===== src/rtl/cdr_phase_picker.sv =====
// cdr_phase_picker: picks the sample phase of a 2x oversampled stream and packs recovered bits into words
module cdr_phase_picker #(
  parameter int OUT_WIDTH    = 8,
  parameter int ACC_WIDTH    = 6,
  parameter int THRESH       = 8,
  parameter int LOCK_NIBBLES = 16
) (
  input  logic                 clk,
  input  logic                 rst,
  input  logic                 in_valid,
  input  logic [3:0]           in_data,
  output logic                 out_valid,
  output logic [OUT_WIDTH-1:0] out_data,
  output logic                 out_phase,
  output logic                 out_locked
);
  localparam int BW  = OUT_WIDTH + 2;
  localparam int FW  = $clog2(OUT_WIDTH + 3);
  localparam int LW  = $clog2(LOCK_NIBBLES + 1);
  localparam int AW1 = ACC_WIDTH + 1;
  localparam logic signed [ACC_WIDTH:0] TP = AW1'(THRESH);
  localparam logic signed [ACC_WIDTH:0] TN = -TP;
  typedef enum logic {EVEN, ODD} phase_t;
  phase_t                      phase;
  logic                        prev, slip, sw, done;
  logic signed [ACC_WIDTH-1:0] acc;
  logic signed [ACC_WIDTH:0]   sum, acc_nx;
  logic signed [2:0]           delta;
  logic [3:0]                  e;
  logic [1:0]                  v_even, v_odd, n;
  logic [2:0]                  em;
  logic [BW-1:0]               bbuf, merged;
  logic [FW-1:0]               fill, tot;
  logic [LW-1:0]               cnt;
  always_comb begin
    e      = in_data ^ {in_data[2:0], prev};
    v_even = {1'b0, e[1]} + {1'b0, e[3]};
    v_odd  = {1'b0, e[0]} + {1'b0, e[2]};
    delta  = $signed({1'b0, v_even}) - $signed({1'b0, v_odd});
    sum    = AW1'(acc) + AW1'(delta);
    acc_nx = sum > TP ? TP : sum < TN ? TN : sum;
    sw     = phase == EVEN ? acc_nx == TN : acc_nx == TP;
    em     = slip ? (phase == ODD ? {in_data[3], in_data[1], prev} : {2'b0, in_data[2]})
                  : (phase == ODD ? {1'b0, in_data[3], in_data[1]} : {1'b0, in_data[2], in_data[0]});
    n      = slip ? (phase == ODD ? 2'd3 : 2'd1) : 2'd2;
    merged = bbuf | (BW'(em) << fill);
    tot    = fill + FW'(n);
    done   = tot >= FW'(OUT_WIDTH);
  end
  always_ff @(posedge clk) begin
    if (rst) begin
      phase     <= EVEN;
      acc       <= '0;
      prev      <= 1'b0;
      slip      <= 1'b0;
      bbuf      <= '0;
      fill      <= '0;
      cnt       <= '0;
      out_valid <= 1'b0;
      out_data  <= '0;
    end else begin
      out_valid <= in_valid && done;
      if (in_valid) begin
        prev  <= in_data[3];
        slip  <= sw;
        acc   <= sw ? '0 : acc_nx[ACC_WIDTH-1:0];
        phase <= sw ? (phase == EVEN ? ODD : EVEN) : phase;
        cnt   <= sw ? '0 : cnt == LW'(LOCK_NIBBLES) ? cnt : cnt + 1'b1;
        bbuf  <= done ? merged >> OUT_WIDTH : merged;
        fill  <= done ? tot - FW'(OUT_WIDTH) : tot;
        if (done) out_data <= merged[OUT_WIDTH-1:0];
      end
    end
  end
  assign out_phase  = phase == ODD;
  assign out_locked = cnt == LW'(LOCK_NIBBLES);
endmodule


===== config.mk =====
export PLATFORM = sky130hd
export DESIGN_NAME = cdr_phase_picker
export DESIGN_NICKNAME = d
export VERILOG_FILES = /design/src/rtl/cdr_phase_picker.sv
export SDC_FILE = /design/constraint.sdc
export NUM_CORES = 1
export LEC_CHECK = 0
export BUFFER_PORTS_ARGS = -buffer_cell sky130_fd_sc_hd__buf_2
export CAP_MARGIN = 10
export CORE_MARGIN = 2
export CORE_UTILIZATION = 39
export CTS_CLUSTER_SIZE = 10
export DETAILED_ROUTE_END_ITERATION = 12
export GPL_ROUTABILITY_DRIVEN = 0
export GPL_TIMING_DRIVEN = 0
export SLEW_MARGIN = 25
export SYNTH_ARGS = -nofsm -noshare
export SYNTH_HDL_FRONTEND = slang
export SYNTH_SLANG_ARGS = --single-unit
export TNS_END_PERCENT = 10

===== constraint.sdc =====
create_clock -name clk -period 8.2 [get_ports clk]
set_input_delay 1.23 -clock clk [delete_from_list [all_inputs] [get_ports clk]]
set_output_delay 1.23 -clock clk [all_outputs]
set_load 0.01 [all_outputs]

Word level (Yosys, flattened, before mapping) --
Index checks and enable logic that the tools add are counted.
Cells by class: add/sub/neg operators 7, equal/unequal tests 4, bitwise logic cells 2, muxes and demuxes 14, order comparisons 3, shift operators 1, reductions and logical operators 4
Operators by type and width (number):
- 7-bit two-way mux | 2
- 10-bit two-way mux | 1
- 5-bit two-way mux | 2
- 10-bit bitwise OR | 1
- 3-bit by 4-bit left shift with 10-bit output | 1
- 6-bit by 3-bit adder with 7-bit output | 1
- 7-bit by 4-bit equality test with 1-bit output, second input constant | 1
- 7-bit by 5-bit equality test with 1-bit output, second input constant | 1
- 7-bit by 5-bit > comparator with 1-bit output, second input constant | 1
- 7-bit by 4-bit less-than comparator with 1-bit output, second input constant | 1
- 2-bit two-way mux | 3
- 3-bit two-way mux | 2
- 6-bit two-way mux | 1
- 2-bit AND reduction | 3
- 5-bit by 1-bit adder with 5-bit output, second input constant | 1
- 5-bit equality test, second input constant | 1
- 1-bit by 1-bit adder with 2-bit output | 2
- 4-bit by 2-bit adder with 4-bit output | 1
- 4-bit greater-or-equal comparator, second input constant | 1
- 4-bit two-way mux | 1
- 4-bit subtractor, second input constant | 1
- 4-bit XOR | 1
- 2-bit by 2-bit subtractor with 3-bit output | 1
- 1-bit two-way mux | 2
- other kinds (2) | 2
Word-level totals: flip-flop bits (word level) 37, output and inout bits 11, input bits 7, logic and storage cells 44

Longest topological paths before layout --
depth after elaboration 11, depth in mapped cells 15, mapped depth without buffers 15

Least setup slack after synthesis --
OpenSTA, ideal clock, no wires.
kind input -> register, from in in_data[2], to reg acc[4], stages on the path 14, arrival 4485 ps, data required time 8132 ps, setup time 68 ps, setup slack 3647 ps, buffers on the path 0, cells stage by stage xor2_1 -> fa_1 -> inv_1 -> ha_1 -> inv_1 -> ha_1 -> fa_1 -> nand2b_1 -> a211oi_1 -> nor3_1 -> or3_4 -> o31a_1 -> or3_4 -> a21oi_2
On the way: longest elaborated chain between the ends 10
RTL lines:
- start, declared | RTL line 11 | input logic [3:0] in_data,
- 4-bit XOR (*) | RTL line 36 | e = in_data ^ {in_data[2:0], prev};
- 1-bit by 1-bit adder with 2-bit output (on tied branches) | RTL line 37, 38
- 2-bit by 2-bit subtractor with 3-bit output (*) | RTL line 39 | delta = $signed({1'b0, v_even}) - $signed({1'b0, v_odd});
- 6-bit by 3-bit adder with 7-bit output (*) | RTL line 40 | sum = AW1'(acc) + AW1'(delta);
- 7-bit by 4-bit less-than comparator with 1-bit output | RTL line 41 | acc_nx = sum > TP ? TP : sum < TN ? TN : sum;
- 7-bit two-way mux | RTL line 41
- 7-bit two-way mux (*) | RTL line 41
- 7-bit by 4-bit equality test with 1-bit output / 7-bit by 5-bit equality test with 1-bit output (equally long branches) | RTL line 42 | sw = phase == EVEN ? acc_nx == TN : acc_nx == TP;
- 1-bit two-way mux | RTL line 42
- 6-bit two-way mux (*) | RTL line 66 | acc <= sw ? '0 : acc_nx[ACC_WIDTH-1:0];
- end signal, assigned | RTL line 66
- end, declared | RTL line 26 | logic signed [ACC_WIDTH-1:0] acc;
Every way passes the cells marked *; elsewhere a longest branch is shown, timed or not. A chain may end at the register's enable or synchronous reset.

Worst setup path in the final report --
from in in_data[2], to reg acc[2]
The elaborated chain is that of the path after synthesis.

==> impl_metrics.env <==
export IMPL_outcome="complete, no violations"
export IMPL_synth_cell_types=53
export IMPL_rsz0062_at_grt="false"
export IMPL_r2r_end="acc[2]"
export IMPL_hold_depth=2
export IMPL_cts_buffer_depth=2
export IMPL_grt_pass1_vias=1939
export IMPL_antenna_found_initial=0
export IMPL_track_usage_pct=17.0
export IMPL_synth_area_leaders="dfxtp_1, nor2_1, ha_1"
export IMPL_synth_edf_count=0
export IMPL_power_leakage_nw=1.05
export IMPL_clk_pin_slew_ns=0.08
export IMPL_tns_ns=0
export IMPL_core_area_mm2=0.00561
export IMPL_dpl_hpwl_mm=3.78
export IMPL_drtAntennaViolNets=0
export IMPL_stdcell_area_mm2=0.00261
export IMPL_fp_row_count=27
export IMPL_powerDensity_mw_per_mm2=227
export IMPL_fin_util_pct=46.6
export IMPL_synth_top_area_cell="dfxtp_1"
export IMPL_h_tree_depth=2
export IMPL_setup_violations=0
export IMPL_cts_root_buf="clkbuf_8"
export IMPL_slew_headroom_pct=53.6
export IMPL_whs_endpoint="out_data[3]"
export IMPL_ctsResizeCount=0
export IMPL_synth_async_reset_ratio_pct=0
export IMPL_min_period_ns=4.75
export IMPL_cts_setup_buffers=0
export IMPL_yosys_area_top_type_share_pct=32.3
export IMPL_grt_max_degree=14
export IMPL_die_w_um=80.7
export IMPL_worstMarginPinSlew_ns=0.686
export IMPL_period_share_pct=57.9
export IMPL_yosysSeqAreaShare_pct=32.3
export IMPL_drtIter0Drc=96
export IMPL_min_path_type="reg2reg"
export IMPL_cts_tree="built"
export IMPL_numPortBuffers=17
export IMPL_critPathLaunchType="input pin"
export IMPL_clk_insertion_delay_late_ns=0.30
export IMPL_maxSlewViolCount=0
export IMPL_vdd_ir_drop_max_mv=0.116
export IMPL_n_antenna_cell=0
export IMPL_path_max_fanout=6
export IMPL_worst_setup_path_type="in2reg"
export IMPL_synth_cells=274
export IMPL_cp_end_kind="flop"
export IMPL_drc=0
export IMPL_cts_inserted_buffers=5
export IMPL_drt_first_pass_iters=4
export IMPL_die_h_um=80.7
export IMPL_critPathArrivalTime_ns=4.97
export IMPL_maxCapViolCount=0
export IMPL_synth_warnings=0
export IMPL_cts_hold_buf=0
export IMPL_fin_skew_ns=0.0129
export IMPL_die_area_mm2=0.00651
export IMPL_mappedNetlistArea_mm2=0.00229
export IMPL_wl_per_cell_um=13.9
export IMPL_nFillCells=580
export IMPL_nets=318
export IMPL_synth_area_per_cell_um2=8.37
export IMPL_synth_flop_cell="dfxtp_1"
export IMPL_dpl_cell_area_mm2=0.00247
export IMPL_cp_startpoint="in_data[2]"
export IMPL_syn_nets=294
export IMPL_reg2reg_from="prev"
export IMPL_area_delta_synth_final_pct=13.9
export IMPL_ios=18
export IMPL_fmax_mhz=211
export IMPL_reg2reg_depth=14
export IMPL_clock_sinks=37
export IMPL_synth_ff_latch_count=37
export IMPL_drive_above_1_share_pct=14.7
export IMPL_reg2reg_slack_ns=4.20
export IMPL_worstHoldStart="out_data[3]"
export IMPL_required_ns=8.42
export IMPL_via_count=2043
export IMPL_wl_mm=5.15
export IMPL_grt_pass1_wl_mm=8.78
export IMPL_hold_viol=0
export IMPL_initial_core_util_pct=40.9
export IMPL_overflow=0
export IMPL_routed_via_density=5.51
placed cells by master (no fill, tap or decap), types with 4 or more instances in the layout:
cell type  instances
a21oi_1           14
a211oi_1           5
nand3_1            6
nor2_1            37
o21ai_0           12
nor3_1            12
ha_1              10
inv_1             14
nand4_1            4
buf_2             20
xor2_1             4
mux2i_1           10
a31oi_1            5
o211a_1            4
nand2_1           24
clkbuf_1           9
o211ai_1           5
xnor2_1            5
dfxtp_1           37
nand2b_1           4
clkbuf_8           5
cell type report:
class	count	area, um2	area share [%]
multi-input cells	207	1430	54.9
clock buffers	5	68.8	2.64
flip-flops and latches	37	741	28.4
well taps	72	90.1	3.45
repair buffers	17	85.1	3.26
clock inverters	3	68.8	2.64
plain buffers	15	67.6	2.59
inverters	15	56.3	2.16
Yosys cell counts (3+ instances only):
| cell type | count |
|---|---|
| o21a_1 | 3 |
| nand4_1 | 4 |
| nor3_1 | 12 |
| fa_1 | 3 |
| buf_2 | 3 |
| nand3_1 | 6 |
| a21oi_2 | 3 |
| a211oi_1 | 5 |
| mux2i_1 | 10 |
| dfxtp_1 | 37 |
| nand2b_1 | 4 |
| a21oi_1 | 14 |
| o211ai_1 | 5 |
| a31oi_1 | 5 |
| nand2_1 | 24 |
| ha_1 | 10 |
| inv_1 | 14 |
| xor2_1 | 4 |
| nor3b_1 | 3 |
| o21ai_0 | 12 |
| o211a_1 | 4 |
| xnor2_1 | 5 |
| clkbuf_1 | 9 |
| nor2_1 | 37 |
per-stage QoR:
stage,worst slack (ns),hold slack [ns],total power (W),std cells
6_report,3.45,0.445,0.000592,371
5_1_grt,3.17,0.467,0.000628,371
4_1_cts,3.46,0.455,0.000594,371
3_5_place_dp,3.15,0.443,0.000400,363
3_3_place_gp,3.20,0.419,0.000396,363
2_1_floorplan,3.65,0.445,0.000358,274
power breakdown:
group | total, W | internal (W) | switching (W) | leakage (nW)
combinational | 0.000194 | 0.0000790 | 0.000115 | 0.684
clock | 0.000196 | 0.000123 | 0.0000732 | 0.0687
sequential | 0.000202 | 0.000192 | 0.0000103 | 0.300
routing by layer:
metal,global-route usage [%],part of all wire (%),vias to the layer above
met5,0,0,-
met4,4.92,0.95,0
met3,3.37,2.9,7
met2,28.3,47,28
met1,22.3,49,979
li1,-,-,1029
state kept, by name, indices dropped and copies added (netlist names):
name       count
out_data       8
cnt            5
bbuf          10
acc            6
out_valid      1
prev           1
out_phase      1
slip           1
fill           4
logic make-up (layout without fill, tap and decap cells):
family	after synthesis	in the layout	synth area share, %
muxes	12	12	6.33
AOI/OAI and AO/OA	69	69	22.1
and+or+nand+nor	104	104	22.3
buffers and inverters	30	55	5.40
adders and majority gates	13	13	8.08
xor gates and xnor gates	9	9	3.44
DFF	37	37	32.3
worst max path at each step:
stage | endpoint | slack (ns) | depth (start not counted)
3_3_place_gp | acc[0] | 3.20 | 15
3_5_place_dp | acc[0] | 3.15 | 15
4_1_cts | acc[0] | 3.46 | 15
5_1_grt | acc[2] | 3.17 | 15
6_report | acc[2] | 3.45 | 15
2_1_floorplan | acc[4] | 3.65 | 14
critical path: stages:
cell      delay (ns)
buf_2           0.14
xor2_1          0.19
fa_1            0.55
inv_1           0.05
ha_1            0.18
inv_1           0.07
ha_1            0.25
fa_1            0.50
nor4bb_1        0.26
o21ai_0         0.10
a31oi_1         0.52
inv_1           0.21
a211oi_1        0.39
o22ai_1         0.16
a21oi_1         0.16
Power figures use the tool's default switching activity.
